**config.mk**
```make
export PLATFORM = sky130hd
export DESIGN_NAME = load_data_reg
export DESIGN_NICKNAME = d
export VERILOG_FILES = /design/src/rtl/load_data_reg.sv
export SDC_FILE = /design/constraint.sdc
export NUM_CORES = 1
export LEC_CHECK = 0
export ABC_AREA = 0
export CAP_MARGIN = 20
export CORE_MARGIN = 2
export CORE_UTILIZATION = 47
export CTS_CLUSTER_SIZE = 16
export DETAILED_ROUTE_END_ITERATION = 16
export PLACE_DENSITY_LB_ADDON = 0.2
export SLEW_MARGIN = 20
export SYNTH_ARGS = -nofsm -noshare
export SYNTH_HDL_FRONTEND = slang
export SYNTH_SLANG_ARGS = --single-unit
```
**constraint.sdc**
```tcl
create_clock -name clk -period 2.3 [get_ports clk]
set_clock_uncertainty 0.15 [all_clocks]
set_input_delay 0.46 -clock clk [delete_from_list [all_inputs] [get_ports clk]]
set_output_delay 0.46 -clock clk [all_outputs]
set_load 0.1 [all_outputs]
```
**src/rtl/load_data_reg.sv**
```systemverilog
// load_data_reg: formats a memory read into a load result register.
//
// A load request is checked for a legal type and natural alignment in IDLE.
// An accepted load waits in WAIT for MRD_VALID, or gives up after TIMEOUT
// cycles. The selected byte, halfword or word is then extracted,
// sign- or zero-extended, and registered into DR.
//
// Ports:
//   clk        rising-edge clock
//   rst_n      asynchronous active-low reset
//   ld_req     start a load (sampled only in IDLE)
//   ld_type    000 LB, 001 LH, 010 LW, 011 FULL, 100 LBU, 101 LHU, 110 LWU, 111 illegal
//   addr_lo    byte offset of the load address
//   mrd        memory read data
//   mrd_valid  mrd is valid this cycle
//   flush      abort the current load and return to IDLE
//   dr         formatted load data
//   dr_valid   dr holds the result of the most recent completed load
//   busy       high exactly while in WAIT (registered)
//   err        00 none, 01 misaligned, 10 timeout, 11 illegal type (sticky)
module load_data_reg #(
  parameter int WIDTH   = 32,  // 32 or 64
  parameter int TIMEOUT = 15   // 1..255
) (
  input  logic                         clk,
  input  logic                         rst_n,
  input  logic                         ld_req,
  input  logic [2:0]                   ld_type,
  input  logic [$clog2(WIDTH/8)-1:0]   addr_lo,
  input  logic [WIDTH-1:0]             mrd,
  input  logic                         mrd_valid,
  input  logic                         flush,
  output logic [WIDTH-1:0]             dr,
  output logic                         dr_valid,
  output logic                         busy,
  output logic [1:0]                   err
);
  localparam int OFFW = $clog2(WIDTH/8);

  localparam logic [2:0] T_LB  = 3'b000;
  localparam logic [2:0] T_LH  = 3'b001;
  localparam logic [2:0] T_LW  = 3'b010;
  localparam logic [2:0] T_FUL = 3'b011;
  localparam logic [2:0] T_LBU = 3'b100;
  localparam logic [2:0] T_LHU = 3'b101;
  localparam logic [2:0] T_LWU = 3'b110;
  localparam logic [2:0] T_ILL = 3'b111;

  localparam logic [1:0] E_NONE = 2'b00;
  localparam logic [1:0] E_MIS  = 2'b01;
  localparam logic [1:0] E_TMO  = 2'b10;
  localparam logic [1:0] E_ILL  = 2'b11;

  typedef enum logic [1:0] {IDLE, WAIT, DONE} state_t;

  state_t            state_q, state_d;
  logic [2:0]        typ_q, typ_d;
  logic [OFFW-1:0]   off_q, off_d;
  logic [7:0]        cnt_q, cnt_d;
  logic [WIDTH-1:0]  dr_q, dr_d;
  logic              dr_valid_q, dr_valid_d;
  logic              busy_q, busy_d;
  logic [1:0]        err_q, err_d;

  logic              misaligned;
  logic [WIDTH-1:0]  sh;
  logic [WIDTH-1:0]  fmt;

  // Natural alignment of the requested access size.
  always_comb begin
    misaligned = 1'b0;
    case (ld_type)
      T_LH, T_LHU: misaligned = addr_lo[0];
      T_LW, T_LWU: misaligned = |addr_lo[1:0];
      T_FUL:       misaligned = |addr_lo;
      default:     misaligned = 1'b0;
    endcase
  end

  // The latched offset is already aligned to the access size, so shifting
  // by offset*8 lands the selected byte/half/word in the LSBs for every type.
  always_comb begin
    sh  = mrd >> {off_q, 3'b000};
    fmt = sh;
    case (typ_q)
      T_LB:  begin fmt = {WIDTH{sh[7]}};  fmt[7:0]  = sh[7:0];  end
      T_LH:  begin fmt = {WIDTH{sh[15]}}; fmt[15:0] = sh[15:0]; end
      T_LW:  begin fmt = {WIDTH{sh[31]}}; fmt[31:0] = sh[31:0]; end
      T_LBU: begin fmt = '0;              fmt[7:0]  = sh[7:0];  end
      T_LHU: begin fmt = '0;              fmt[15:0] = sh[15:0]; end
      T_LWU: begin fmt = '0;              fmt[31:0] = sh[31:0]; end
      default: fmt = sh;  // FULL: offset is 0, data passes through
    endcase
  end

  always_comb begin
    state_d    = state_q;
    typ_d      = typ_q;
    off_d      = off_q;
    cnt_d      = cnt_q;
    dr_d       = dr_q;
    dr_valid_d = dr_valid_q;
    busy_d     = busy_q;
    err_d      = err_q;
    if (flush) begin
      // Highest priority; DR and ERR are deliberately left alone.
      state_d    = IDLE;
      dr_valid_d = 1'b0;
      busy_d     = 1'b0;
      cnt_d      = '0;
    end else begin
      case (state_q)
        IDLE: begin
          if (ld_req) begin
            dr_valid_d = 1'b0;
            if (ld_type == T_ILL) begin
              err_d = E_ILL;
            end else if (misaligned) begin
              err_d = E_MIS;
            end else begin
              typ_d   = ld_type;
              off_d   = addr_lo;
              err_d   = E_NONE;
              cnt_d   = '0;
              busy_d  = 1'b1;
              state_d = WAIT;
            end
          end
        end
        WAIT: begin
          if (mrd_valid) begin
            // Data on the final allowed cycle still completes normally.
            dr_d       = fmt;
            dr_valid_d = 1'b1;
            busy_d     = 1'b0;
            state_d    = DONE;
          end else begin
            cnt_d = cnt_q + 8'd1;
            if (cnt_q == 8'(TIMEOUT - 1)) begin
              err_d   = E_TMO;
              busy_d  = 1'b0;
              state_d = IDLE;
            end
          end
        end
        default: state_d = IDLE;  // DONE lasts one cycle
      endcase
    end
  end

  always_ff @(posedge clk or negedge rst_n) begin
    if (!rst_n) begin
      state_q    <= IDLE;
      typ_q      <= T_LB;
      off_q      <= '0;
      cnt_q      <= '0;
      dr_q       <= '0;
      dr_valid_q <= 1'b0;
      busy_q     <= 1'b0;
      err_q      <= E_NONE;
    end else begin
      state_q    <= state_d;
      typ_q      <= typ_d;
      off_q      <= off_d;
      cnt_q      <= cnt_d;
      dr_q       <= dr_d;
      dr_valid_q <= dr_valid_d;
      busy_q     <= busy_d;
      err_q      <= err_d;
    end
  end

  assign dr       = dr_q;
  assign dr_valid = dr_valid_q;
  assign busy     = busy_q;
  assign err      = err_q;

endmodule

```
==> results by group, run 1 <==
Power
  • Clock share of power: 11.4%
  • Pwr dens: 1350 mW/mm²
  • Sw Ratio: 56.06%
  • Logic pwr share: 60.7%
  • Lkg Pwr: approximately 1.7 nW
  • Internal Power: about 0.0021 W
  • Flop pwr share: 27.9%
  • Switching pwr: 0.002730 W
  • Peak VDD IR: ~0.82 mV

Placed design
  • Cell Area, Placed: between 0.003 and 0.004 mm²
  • Routability cong.: 0.8508
  • DP HPWL: 4930 µm
  • Buffers added on ports: 77
  • DP Worst Slack: -0.1288 ns

Synthesis
  • Syn Area/Cell: roughly 10 µm²
  • Mux cell area share after synthesis: 13.03%
  • Post-synth ARST share: 100.0%
  • Post-synthesis compound-gate area fraction: between 10% and 20%
  • Post-synth top flop: dfrtp_1
  • Main combinational cell family by area after synthesis: simple AND/OR/NAND/NOR gates
  • Xor/xnor share of the synthesized area: 1.962%
  • Syn_nets: around 310
  • FF+latch count, synth: 51
  • Sequential cell area fraction in the yosys report: 47.64%
  • Synth Area in Adders: 0.9341%
  • EDFF count, synth: 0
  • Syn Std Cell Area: 0.002679 mm²
  • Post-Synth Simple-Gate Area: 18.73%
  • Post-Syn Instances: 270
  • Synth warn: 0
  • Post-synthesis cell type count: 44

Die
  • # rows: 27
  • Area of the core: 0.005507 mm²
  • Die Span X: 79.50 µm
  • Full die area: 0.006319 mm²
  • Io pins: 78
  • Starting Density: 48.65%
  • Die height: 79.50 µm

Timing
  • Fmax: between 400 and 500 MHz
  • Post-layout worst setup margin: 0.1653 ns
  • RSZ-0062 raised after global routing: no
  • Worst hold slack: 0.3390 ns
  • Max-slew violation count: 0
  • Final setup fails: 0
  • Final Hold Vio Count: 0
  • Min Tclk post-route: approximately 2.1 ns
  • Worst-Margin Slew: between 0.8 and 0.9 ns
  • Max_slew headroom: between 40% and 50%
  • Post-route setup TNS: 0 ns
  • Tcrit/Tclk final: approximately 93%

Global route
  • Vias in the first global route: 2207
  • Initial antenna violation count: 0
  • GRT Overall Usage: 21.81%
  • First-pass GRT wire length: 10720 µm
  • Largest net degree at the start of global routing: 52
  • GRT Residual Overflow: 0

Final layout
  • Antenna cells: 0
  • Area Overhead vs Synth: 34.70%
  • Layout Nets: 401
  • Design area: 0.003608 mm²
  • Share of cells above drive strength 1: 22.07%
  • Sequential Area: 0.001276 mm²
  • Multi-input logic area: roughly 0.0013 mm²
  • Filler cells: ~460

Critical path
  • Crit Path Max Fanout: 8
  • Crit-path cells: clkdlybuf4s50_1, nand4bb_1, nor3_1, a221o_1
  • Setup crit start kind: input port
  • CP bufs+invs: 1
  • Req. time, crit path: 2.39 ns
  • CP max-delay cell: nor3_1
  • Arrival @ worst endpoint: between 2 and 2.5 ns
  • Top delay family on crit path: simple AND/OR/NAND/NOR gates
  • Reg-to-reg slack, setup: 0.25 ns
  • Setup crit end kind: flop
  • Critical setup path kind: input port to flop
  • CP max stage delay: 0.78 ns

Worst hold path
  • Hold crit path type: flop to flop

Clock network
  • TritonCTS clock tree: built
  • Latest clock arrival within the worst-skew pair: 0.30 ns
  • Post-CTS Resized: 0
  • CTS root buf: clkbuf_8
  • CTS Buf Count: 5
  • H-Tree Depth: 2
  • Clk slew on worst S/H paths: 0.09 ns
  • Clock Sinks: 51
  • CTS max path bufs: 2

Run status
  • Status: finished clean

Drt
  • Antenna Nets Post-Route: 0
  • Final WL: approximately 6700 µm
  • Iter 0 DRT Violations: approximately 150
  • Via Count: 2333
  • DRT Pass-1 Iters: 5
  • Routed WL per cell: 15.50 µm
  • Routed vias/inst: 5.426
  • Remaining DRCs: 0

Flow run
  • Max cap viols: 0
[cells by family after synthesis]
| logic type | after synthesis |
|---|---|
| AO/OA/AOI/OAI | 58 |
| XOR/XNOR | 6 |
| adder cells (fa/ha/maj) | 2 |
| buffers and inverters | 20 |
| flip-flops | 51 |
| multiplexers | 32 |
| AND/OR/NAND/NOR | 101 |
[timing repair]
item                      CTS  global route
hold buffers                1             0
hold endpoints to repair   18             0
buffers inserted            0             0
[registers in the layout (all words and copies together), names as in the netlist]
register  cells
dr           32
cnt_q         8
typ_q         3
err           2
off_q         2
state_q       2
busy          1
dr_valid      1
[per-layer routing]
layer	share of wire (%)	vias up	global-route usage [%]	wire length, µm
met4	1.2	0	5.345	82
li1	-	1133	-	-
met1	43	1100	29.49	2869
met5	0	-	0	0
met3	7.8	8	5.204	519
met2	48	92	35.46	3194
[through the flow]
stage	utilization, %	total power, W	instances
6_report	65.53	0.004870	430
5_1_grt	65.53	0.005083	430
4_1_cts	65.53	0.004899	430
3_5_place_dp	63.53	0.004340	421
3_3_place_gp	63.53	0.004308	421
2_1_floorplan	-	0.003654	270
[placed cells by master, fill, tap and decap left out, types with 4 or more instances in the layout]
cell / n
and2_1: 8
mux2_2: 13
xor2_1: 6
nor2b_1: 4
nand2_1: 21
o21ai_0: 19
clkbuf_8: 7
buf_4: 52
a221o_1: 8
dfrtp_1: 51
nand3_1: 19
clkdlybuf4s50_1: 40
nor2_1: 29
inv_1: 5
mux2i_1: 18
nand2b_1: 4
a21oi_1: 18
[tightest hold or removal path, stage by stage (launching register included)]
cell and delay (ns):
dfrtp_1 0.35, nand2_1 0.05, o21ai_0 0.06
[final timing paths]
check,start,endpoint,cells past startpoint
setup / recovery,mrd_valid,dr[31]$_DFFE_PN0P_,4
hold / removal,dr[0]$_DFFE_PN0P_,dr[0]$_DFFE_PN0P_,2
setup reg to reg,state_q[1]$_DFFE_PN0P_,dr[31]$_DFFE_PN0P_,3
hold reg to reg,dr[0]$_DFFE_PN0P_,dr[0]$_DFFE_PN0P_,2
max in group asynchronous,rst_n,dr[2]$_DFFE_PN0P_,3
min in group asynchronous,rst_n,dr[30]$_DFFE_PN0P_,3
[power by group through the flow]
stage,Combinational (W),Sequential [W],Clock [W]
after detailed placement,0.00297,0.00137,0
after CTS,0.00297,0.00136,0.000571
after global routing,0.00308,0.00140,0.000610
after floorplan,0.000581,0.00307,0
after global placement,0.00294,0.00137,0
final,0.00296,0.00136,0.000557
[area by class of cell]
| cell class | count | share of cell area, % |
|---|---|---|
| flip-flops and latches | 51 | 35.37 |
| repair buffers | 95 | 22.88 |
| clock buffers | 8 | 2.774 |
| multi-input cells | 199 | 35.96 |
| inverters | 5 | 0.5201 |
| well taps | 72 | 2.497 |
[cell usage after synthesis, types with 3 or more instances]
| cell | instances | area (µm²) |
|---|---|---|
| a221o_1 | 8 | 80.08 |
| and2_1 | 8 | 50.05 |
| clkbuf_1 | 6 | 22.52 |
| nand3_1 | 19 | 95.09 |
| a21oi_1 | 18 | 90.09 |
| nor2_1 | 29 | 108.9 |
| xor2_1 | 6 | 52.55 |
| nand2_1 | 21 | 78.83 |
| inv_1 | 5 | 18.77 |
| nand2b_1 | 4 | 25.02 |
| mux2i_1 | 18 | 180.2 |
| buf_2 | 3 | 15.01 |
| dfrtp_1 | 51 | 1276 |
| mux2_2 | 13 | 146.4 |
| buf_6 | 3 | 33.78 |
| nor2b_1 | 4 | 25.02 |
| o21ai_0 | 19 | 95.09 |
(Power assumes the default switching activity.)
==> run 2, diff against run 1 <==
--- a/config.mk
+++ b/config.mk
@@ -6,6 +6,7 @@
 export NUM_CORES = 1
 export LEC_CHECK = 0
 export ABC_AREA = 0
+export ABC_CLOCK_PERIOD_IN_PS = 2300
 export CAP_MARGIN = 20
 export CORE_MARGIN = 2
 export CORE_UTILIZATION = 47
@@ -16,3 +17,4 @@
 export SYNTH_ARGS = -nofsm -noshare
 export SYNTH_HDL_FRONTEND = slang
 export SYNTH_SLANG_ARGS = --single-unit
+export TNS_END_PERCENT = 30
==> results of run 2 <==
No change in the layout: final DEF, timing and power equal those of run 1.
==> run 3, diff against run 2 <==
--- a/config.mk
+++ b/config.mk
@@ -6,10 +6,10 @@
 export NUM_CORES = 1
 export LEC_CHECK = 0
 export ABC_AREA = 0
-export ABC_CLOCK_PERIOD_IN_PS = 2300
+export ABC_CLOCK_PERIOD_IN_PS = 1950
 export CAP_MARGIN = 20
 export CORE_MARGIN = 2
-export CORE_UTILIZATION = 47
+export CORE_UTILIZATION = 43
 export CTS_CLUSTER_SIZE = 16
 export DETAILED_ROUTE_END_ITERATION = 16
 export PLACE_DENSITY_LB_ADDON = 0.2
==> constraint.sdc (replaced) <==
create_clock -name clk -period 1.95 [get_ports clk]
set_clock_uncertainty 0.15 [all_clocks]
set_input_delay 0.39 -clock clk [delete_from_list [all_inputs] [get_ports clk]]
set_output_delay 0.39 -clock clk [all_outputs]
set_load 0.1 [all_outputs]
==> run 3 against run 2 <==
Net effect:
- die area increased by 8.8%
- setup slack got worse by 0.063 ns
- design area increased by 15%
- combinational power increased by 44%
- critical path depth increased by 2
- critical path type unchanged
==> results by group, run 3 (same netlist as run 1, synthesis figures left out) <==
Critical path
  • Critical setup path kind: input port to flop
  • Req. time, crit path: 2.04 ns (-0.35 ns)
  • Crit Path Max Fanout: 7 (-1)
  • Setup crit start kind: input port
  • Arrival @ worst endpoint: 1.94 ns (-0.28 ns)
  • Setup crit end kind: flop

Timing
  • Worst-Margin Slew: 0.4898 ns (-0.3883 ns)
  • Final setup fails: 0 (unchanged)
  • Max-slew violation count: 0 (unchanged)
  • Tcrit/Tclk final: 94.76%
  • Min Tclk post-route: 1.848 ns
  • RSZ-0062 raised after global routing: yes
  • Fmax: 541.2 MHz
  • Final Hold Vio Count: 0 (unchanged)
  • Worst hold slack: 0.3354 ns (-0.003542 ns)
  • Max_slew headroom: 67.28% (+26 points)
  • Post-layout worst setup margin: 0.1023 ns (-0.06299 ns)

Global route
  • GR peak layer: met2
  • Initial antenna violation count: 0 (unchanged)
  • Largest net degree at the start of global routing: 28 (-46%)
  • M2 GR Usage: 36.36% (+0.90 points)
  • First-pass GRT wire length: 12040 µm (+12%)
  • M3 GR Usage: 4.573% (-0.63 points)
  • GRT Residual Overflow: 0 (unchanged)
  • GRT Overall Usage: 21.60% (-0.21 points)
  • Vias in the first global route: 2451 (+11%)
  • M1 GR Usage: 28.02% (-1.5 points)

Final layout
  • Final non-filler cell total: 443 (+3.0%)
  • Design area: 0.004141 mm² (+15%)
  • Largest register FFs: 32 (unchanged)
  • Final core utilization: 69.54% (+4.0 points)
  • Area Overhead vs Synth: 54.60%
  • Antenna cells: 0 (unchanged)
  • Share of cells above drive strength 1: 23.91% (+1.8 points)
  • Layout Nets: 411 (+2.5%)
  • Commonest non-fill, non-tap cells in the layout: dfrtp_1 (51), buf_12 (38), clkdlybuf4s50_1 (36), nor2_1 (29), buf_4 (25)
  • Commonest non-fill, non-tap cell in the layout: dfrtp_1

Power
  • Clock share of power: 9.0% (-2.4 points)
  • Internal Power: 0.003191 W (+49%)
  • Flop pwr share: 26.5% (-1.4 points)
  • Peak VDD IR: 1.285 mV (+57%)
  • Pwr dens: 1593 mW/mm² (+18%)
  • Logic pwr share: 64.5% (+3.8 points)
  • Sw Ratio: 51.63% (-4.4 points)
  • Lkg Pwr: 1.894 nW (+13%)
  • Switching pwr: 0.003406 W (+25%)

Drt
  • Via Count: 2386 (+2.3%)
  • DRT Pass-1 Iters: 4 (-1)
  • Remaining DRCs: 0 (unchanged)
  • Iter 0 DRT Violations: 82 (-46%)
  • Routed WL per cell: 16.04 µm (+3.5%)
  • Routed vias/inst: 5.386 (-0.73%)
  • Final WL: 7106 µm (+6.6%)
  • Antenna Nets Post-Route: 0 (unchanged)

Clock network
  • Clock Sinks: 51 (unchanged)
  • CTS Buf Count: 5 (unchanged)
  • TritonCTS clock tree: built
  • CTS max path bufs: 2 (unchanged)
  • H-Tree Depth: 2 (unchanged)
  • Clk slew on worst S/H paths: 0.09 ns (about the same)
  • Latest clock arrival within the worst-skew pair: 0.31 ns (about the same)
  • CTS root buf: clkbuf_8

Placed design
  • Routability cong.: 0.8885 (+4.4%)
  • Cell Area, Placed: 0.004040 mm² (+15%)
  • DP Worst Slack: -0.3035 ns (-0.1747 ns)
  • Inst Count DP: 434 (+3.1%)
  • DP HPWL: 5457 µm (+11%)
  • Buffers added on ports: 77 (unchanged)

Die
  • Area of the core: 0.005956 mm² (+8.2%)
  • Io pins: 78 (unchanged)
  • Starting Density: 44.98% (-3.7 points)
  • # rows: 28 (+3.7%)
  • Die height: 82.93 µm (+4.3%)
  • Full die area: 0.006877 mm² (+8.8%)
  • Die Span X: 82.93 µm (+4.3%)

Flow run
  • Max cap viols: 0 (unchanged)

Worst hold path
  • Hold crit path type: input port to flop

Run status
  • Status: finished clean
run 3: cell types whose count changed in the layout (fill, tap and decap cells not counted), sizes merged:
cell	change
clkbuf	-1
dlymetal6s2s	+4
buf	+10
clkdlybuf4s50	-4
clkinv	+1
run 3: repair_timing:
item,in CTS,in global routing
endpoints found under the hold margin,12,0
gates resized for setup,0,4
hold buffers,1,0
setup buffers,0,0
endpoints found under the setup margin,0,13
run 3: final cells by class:
class / instances / area, µm²
Fill cell: 475 / 1814
Timing Repair Buffer: 105 / 1374
Multi-Input combinational cell: 199 / 1297
Sequential cell: 51 / 1276
Tap cell: 75 / 93.84
Clock buffer: 7 / 76.32
Inverter: 5 / 18.77
Clock inverter: 1 / 5.005
run 3: metal layers:
layer  part of all wire [%]  up-vias
met5                      0        -
met4                    1.8        0
met3                    4.6       10
met2                     49       67
met1                     44     1156
li1                       -     1153
run 3: final timing paths:
path	from	end	slack (ns)	cells past startpoint
min reg2reg	dr[6]$_DFFE_PN0P_	dr[6]$_DFFE_PN0P_	0.40	2
max reg2reg	typ_q[0]$_DFFE_PN0P_	dr[31]$_DFFE_PN0P_	0.11	4
max in group asynchronous	rst_n	dr[1]$_DFFE_PN0P_	0.79	3
min	mrd[31]	dr[31]$_DFFE_PN0P_	0.34	3
min in group asynchronous	rst_n	dr[27]$_DFFE_PN0P_	0.37	2
max	mrd_valid	dr[21]$_DFFE_PN0P_	0.10	6
run 3: power by group through the flow:
stage / registers, W / logic, W / clock network [W]
after detailed placement: 0.00177 / 0.00427 / 0
after global placement: 0.00176 / 0.00423 / 0
after floorplan: 0.00362 / 0.000685 / 0
final: 0.00175 / 0.00426 / 0.000592
after CTS: 0.00175 / 0.00428 / 0.000607
after global routing: 0.00178 / 0.00441 / 0.000655
run 3: stage by stage:
step / TNS [ns] / power (W)
after global routing: -0.01366 / 0.006850
after floorplan: 0 / 0.004310
after detailed placement: -7.388 / 0.006040
after global placement: -6.218 / 0.005997
after CTS: 0 / 0.006637
final: 0 / 0.006596
run 3: worst max-delay path: stages:
cell and delay [ns]:
clkdlybuf4s50_1 0.54, nand4bb_1 0.22, nor3_1 0.29, nand3_1 0.20, buf_4 0.21, nand3_1 0.08
